`src/rtl/pc_down_decoder.sv`:
```
// PC downstream word decoder: splits a 32-bit word stream into config register
// writes, nops, and two-fragment 40-bit BD packets delivered over a valid/ack port.
module pc_down_decoder #(
   parameter int NOPcode = 64,
   parameter int BDcode  = 65,
   parameter int NConf   = 16
) (
   input  logic                  clk,
   input  logic                  reset_n,
   input  logic                  pc_in_v,
   input  logic [31:0]           pc_in_d,
   output logic                  pc_in_a,
   output logic                  bd_v,
   output logic [39:0]           bd_d,
   input  logic                  bd_a,
   output logic [NConf*24-1:0]   conf_q,
   output logic                  conf_wr,
   output logic [7:0]            conf_wr_addr,
   output logic [7:0]            err_count
);

   localparam logic [7:0] NOP_C   = 8'(NOPcode);
   localparam logic [7:0] BD_C    = 8'(BDcode);
   localparam logic [8:0] NCONF_L = 9'(NConf);

   typedef enum logic [1:0] {S_LO, S_HI, S_SEND} state_t;

   state_t      r_state;
   state_t      w_state_nxt;
   logic [39:0] r_bd_d;
   logic [23:0] r_conf [NConf];
   logic        r_conf_wr;
   logic [7:0]  r_conf_wr_addr;
   logic [7:0]  r_err_count;

   logic [7:0]  w_code;
   logic [23:0] w_payload;
   logic        w_xfer;
   logic        w_is_nop;
   logic        w_is_bd;
   logic        w_is_reg;
   logic        w_is_err;
   logic        w_bd_lo;
   logic        w_bd_hi;

   assign w_code    = pc_in_d[31:24];
   assign w_payload = pc_in_d[23:0];

   // Gating with reset_n keeps the ack low during reset even though state is already S_LO.
   assign pc_in_a = pc_in_v & reset_n & (r_state != S_SEND);
   assign w_xfer  = pc_in_v & pc_in_a;

   // NOP wins over BD, and both win over register decode, if parameters overlap.
   assign w_is_nop = (w_code == NOP_C);
   assign w_is_bd  = !w_is_nop && (w_code == BD_C);
   assign w_is_reg = !w_is_nop && !w_is_bd && ({1'b0, w_code} < NCONF_L);
   assign w_is_err = !w_is_nop && !w_is_bd && !w_is_reg;

   always_comb begin
      w_state_nxt = r_state;
      w_bd_lo     = 1'b0;
      w_bd_hi     = 1'b0;
      case (r_state)
         S_LO: begin
            if (w_xfer && w_is_bd) begin
               w_bd_lo     = 1'b1;
               w_state_nxt = S_HI;
            end
         end
         S_HI: begin
            if (w_xfer && w_is_bd) begin
               w_bd_hi     = 1'b1;
               w_state_nxt = S_SEND;
            end
         end
         S_SEND: begin
            if (bd_a) w_state_nxt = S_LO;
         end
         default: w_state_nxt = S_LO;
      endcase
   end

   always_ff @(posedge clk or negedge reset_n) begin
      if (!reset_n) begin
         r_state <= S_LO;
         r_bd_d  <= '0;
      end else begin
         r_state <= w_state_nxt;
         if (w_bd_lo) r_bd_d[23:0]  <= w_payload;
         if (w_bd_hi) r_bd_d[39:24] <= w_payload[15:0];
      end
   end

   always_ff @(posedge clk or negedge reset_n) begin
      if (!reset_n) begin
         for (int i = 0; i < NConf; i++) r_conf[i] <= '0;
         r_conf_wr      <= 1'b0;
         r_conf_wr_addr <= '0;
      end else begin
         r_conf_wr <= w_xfer && w_is_reg;
         if (w_xfer && w_is_reg) begin
            r_conf_wr_addr <= w_code;
            for (int i = 0; i < NConf; i++) begin
               if (w_code == 8'(i)) r_conf[i] <= w_payload;
            end
         end
      end
   end

   // Error counter saturates rather than wrapping.
   always_ff @(posedge clk or negedge reset_n) begin
      if (!reset_n) begin
         r_err_count <= '0;
      end else if (w_xfer && w_is_err && (r_err_count != 8'hFF)) begin
         r_err_count <= r_err_count + 8'd1;
      end
   end

   for (genvar g = 0; g < NConf; g++) begin : g_conf
      assign conf_q[g*24 +: 24] = r_conf[g];
   end

   assign bd_v         = (r_state == S_SEND);
   assign bd_d         = r_bd_d;
   assign conf_wr      = r_conf_wr;
   assign conf_wr_addr = r_conf_wr_addr;
   assign err_count    = r_err_count;

endmodule
```
`config.mk`:
```
export PLATFORM = sky130hd
export DESIGN_NAME = pc_down_decoder
export DESIGN_NICKNAME = d
export VERILOG_FILES = /design/src/rtl/pc_down_decoder.sv
export SDC_FILE = /design/constraint.sdc
export NUM_CORES = 1
export LEC_CHECK = 0
export BUFFER_PORTS_ARGS = -buffer_cell sky130_fd_sc_hd__buf_2
export CAP_MARGIN = 20
export CORE_ASPECT_RATIO = 2
export CORE_MARGIN = 5
export CORE_UTILIZATION = 27
export DETAILED_ROUTE_END_ITERATION = 16
export MAX_ROUTING_LAYER = met4
export PLACE_DENSITY = 0.49
export SYNTH_ARGS = -nofsm -noshare
export SYNTH_HDL_FRONTEND = slang
export SYNTH_SLANG_ARGS = --single-unit
```
`constraint.sdc`:
```
create_clock -name clk -period 4.8 [get_ports clk]
set_clock_uncertainty 0.2 [all_clocks]
set_input_delay 0 -clock clk [delete_from_list [all_inputs] [get_ports clk]]
set_output_delay 0 -clock clk [all_outputs]
set_load 0.05 [all_outputs]
```
==> flow_metrics.tcl <==
set metrics [dict create \
    ant_nets 0 \
    clk_pin_slew_ns 0.07 \
    synth_area_leaders "dfrtp_1, mux2_2, clkbuf_1" \
    drcViolationCount 0 \
    grt_pass1_vias 11778 \
    crit_start "reset_n" \
    ys.warnings.count 0 \
    syn_inst 1011 \
    cts_buffer_depth 3 \
    vias 10745 \
    post-route-min-period_ns 3.10 \
    outcome "completed" \
    synth_top_cell_area_share 0.667 \
    h-tree-depth 2 \
    cp_max_fo 17 \
    met3_length_um 4180 \
    final_nets 1564 \
    vdd_drop_max_mv 0.257 \
    power.density_nw_per_um2 391 \
    top_layer "met4" \
    vias_per_cell 4.59 \
    p_leak_uw 0.0124 \
    n_fill_cell 5969 \
    layout-drive-gt1-share 0.639 \
    hold_class "input port to register" \
    syn_area_per_cell_sq_um 16.4 \
    seq_area_frac_synth 0.667 \
    grt_antenna_before_repair 3 \
    clkLatencyLatePin_ns 0.54 \
    dr.pass1.iters 4 \
    drt-total-wl_um 58400 \
    cts_tree "built" \
    cp.required_ns 5.03 \
    grt_pass1_wl_um 84200 \
    post-route-period-util 0.647 \
    io_buffers 478 \
    synth_cell_types 30 \
    reg2reg_from "r_state[0]" \
    root_buffer "clkbuf_16" \
    synth_top_cell_by_area "dfrtp_1" \
    dieArea_sq_um 66900 \
    worstMarginPinSlew_ns 1.05 \
    place_hpwl_um 41100 \
    grt_max_degree 149 \
    start_util 0.272 \
    gr-total-overflow 0 \
    grtUsageTotal 0.176 \
    gp_congestion 0.798 \
    cts_made_buffers 43 \
    die_y_um 361 \
    seq_area_sq_um 11100 \
    worstSetupEndpointType "register" \
    final-setup-viol-count 0 \
    ios 479 \
    syn_to_final_growth_pct 31.5 \
    post_cts_resized 0 \
    multi_input_area_sq_um 5320 \
    die-width_um 185 \
    clock_sinks 443 \
    start_kind "input port" \
    avgRoutedWirePerCell_um 24.9 \
    syn-num-nets 1048 \
    clock.fmax_mhz 322 \
    drt_iter0_markers 372 \
    wl_met2_um 30600 \
    rows 128 \
    maxCapViolations 0 \
    hold_viol 0 \
    timing.slew.headroom 0.298 \
    wl_met1_um 21500 \
    dp_cells 2222 \
    coreArea_sq_um 61000 \
    utilization 0.358 \
    instances_no_fill 2343 \
    rsz0062_at_grt "false" \
    tns_ns 0 \
    ys_seq_elements 443 \
    slew_viol_final 0 \
    crit_arrival_ns 3.33 \
    syn_area_sq_um 16600 \
    hold_start "bd_a" \
    critPathKind "input port to register" \
]
-- synthesized netlist by cell type (all sizes together) --
library cell,n
inv,4
and3,4
nor3b,2
mux2,430
nand2,15
nor3,6
nor4,2
nand2b,2
nor2b,5
xnor2,4
buf,16
nand3,6
dfrtp,443
o21ai,2
nor2,9
and2,1
nand4,5
a21oi,2
xor2,1
ha,1
clkbuf,47
mux2i,1
nor4b,1
or3b,1
a211oi,1
-- cell families after synthesis --
| family | Yosys count | synth area share |
|---|---|---|
| AOI/OAI and AO/OA | 5 | 0.00166 |
| muxes | 431 | 0.292 |
| xor gates and xnor gates | 5 | 0.00263 |
| adders and majority gates | 1 | 0.000753 |
| buffers and inverters | 67 | 0.0165 |
| and+or+nand+nor | 59 | 0.0197 |
| DFF | 443 | 0.667 |
-- critical path, cell delays in order --
cell and delay, ns:
dlygate4sd3_1 0.52, dlygate4sd3_1 0.58, buf_8 0.18, nand2_1 0.11, nor4b_4 0.35, nand4_1 0.26, or3b_1 0.84, mux2_1 0.47
-- area by class of cell --
class	instances	area share
diodes	4	0.000458
inverters	4	0.000687
multi-input cells	501	0.243
flip-flops and latches	443	0.507
clock inverters	17	0.0124
repair buffers	534	0.135
well taps	780	0.0446
clock buffers	60	0.0564
-- flip-flops by register name, summed over array words and instances (netlist names) --
name and count:
conf_q 384, r_state 2, bd_d 40, conf_wr 1
conf_wr_addr 8, err_count 8
-- power by group --
part           switching, uW  total [uW]  internal (uW)
Sequential              81.5        3940           3850
Clock                   1470        3640           2170
Combinational            750         981            231
Total                   2300        8560           6260
-- per-stage QoR --
step | worst slack, ns | hold slack, ns | cell area [sq um] | total power [uW]
floorplan | 2.19 | -0.496 | 16600 | 4590
global placement | 1.86 | -0.244 | 19900 | 4960
detailed placement | 1.75 | -0.233 | 19900 | 4970
CTS | 1.70 | 0.0150 | 21900 | 8710
global route | 1.59 | 0.0637 | 21900 | 8890
finish | 1.70 | 0.0542 | 21900 | 8560
-- cells in the final DEF (no fill, tap or decap), drive strengths merged --
cell type,Yosys,routed
buf,16,495
dfrtp,443,443
mux2,430,430
clkbuf,47,60
dlygate4sd3,0,39
nand2,15,15
nor2,9,9
bufinv,0,7
nand3,6,6
clkinv,0,6
nor3,6,6
nand4,5,5
nor2b,5,5
inv,4,5
diode,0,4
and3,4,4
xnor2,4,4
clkinvlp,0,3
nand2b,2,2
nor3b,2,2
o21ai,2,2
a21oi,2,2
nor4,2,2
nor4b,1,1
a211oi,1,1
and2,1,1
mux2i,1,1
xor2,1,1
or3b,1,1
ha,1,1
-- path summary, 6_finish.rpt --
check	to	slack [ns]	cells after the start
worst min register to register	r_state[0]	0.25	1
worst max-delay path	bd_d[37]	1.70	8
worst max register to register	bd_d[37]	1.82	6
worst min-delay path	r_state[1]	0.05	3
min in group asynchronous	conf_q[291]	0.41	4
max in group asynchronous	conf_q[259]	2.34	5
-- timing repair --
action	CTS	global route
setup buffers	0	0
hold buffers	40	0
endpoints found under the hold margin	823	0
endpoints found under the setup margin	0	0
-- metal layers --
layer  vias up  track usage
li1       4587            -
met1      5636        0.194
met2       434        0.312
met3        88       0.0358
met4         0       0.0622
met5         -            -
(Power assumes the default switching activity.)
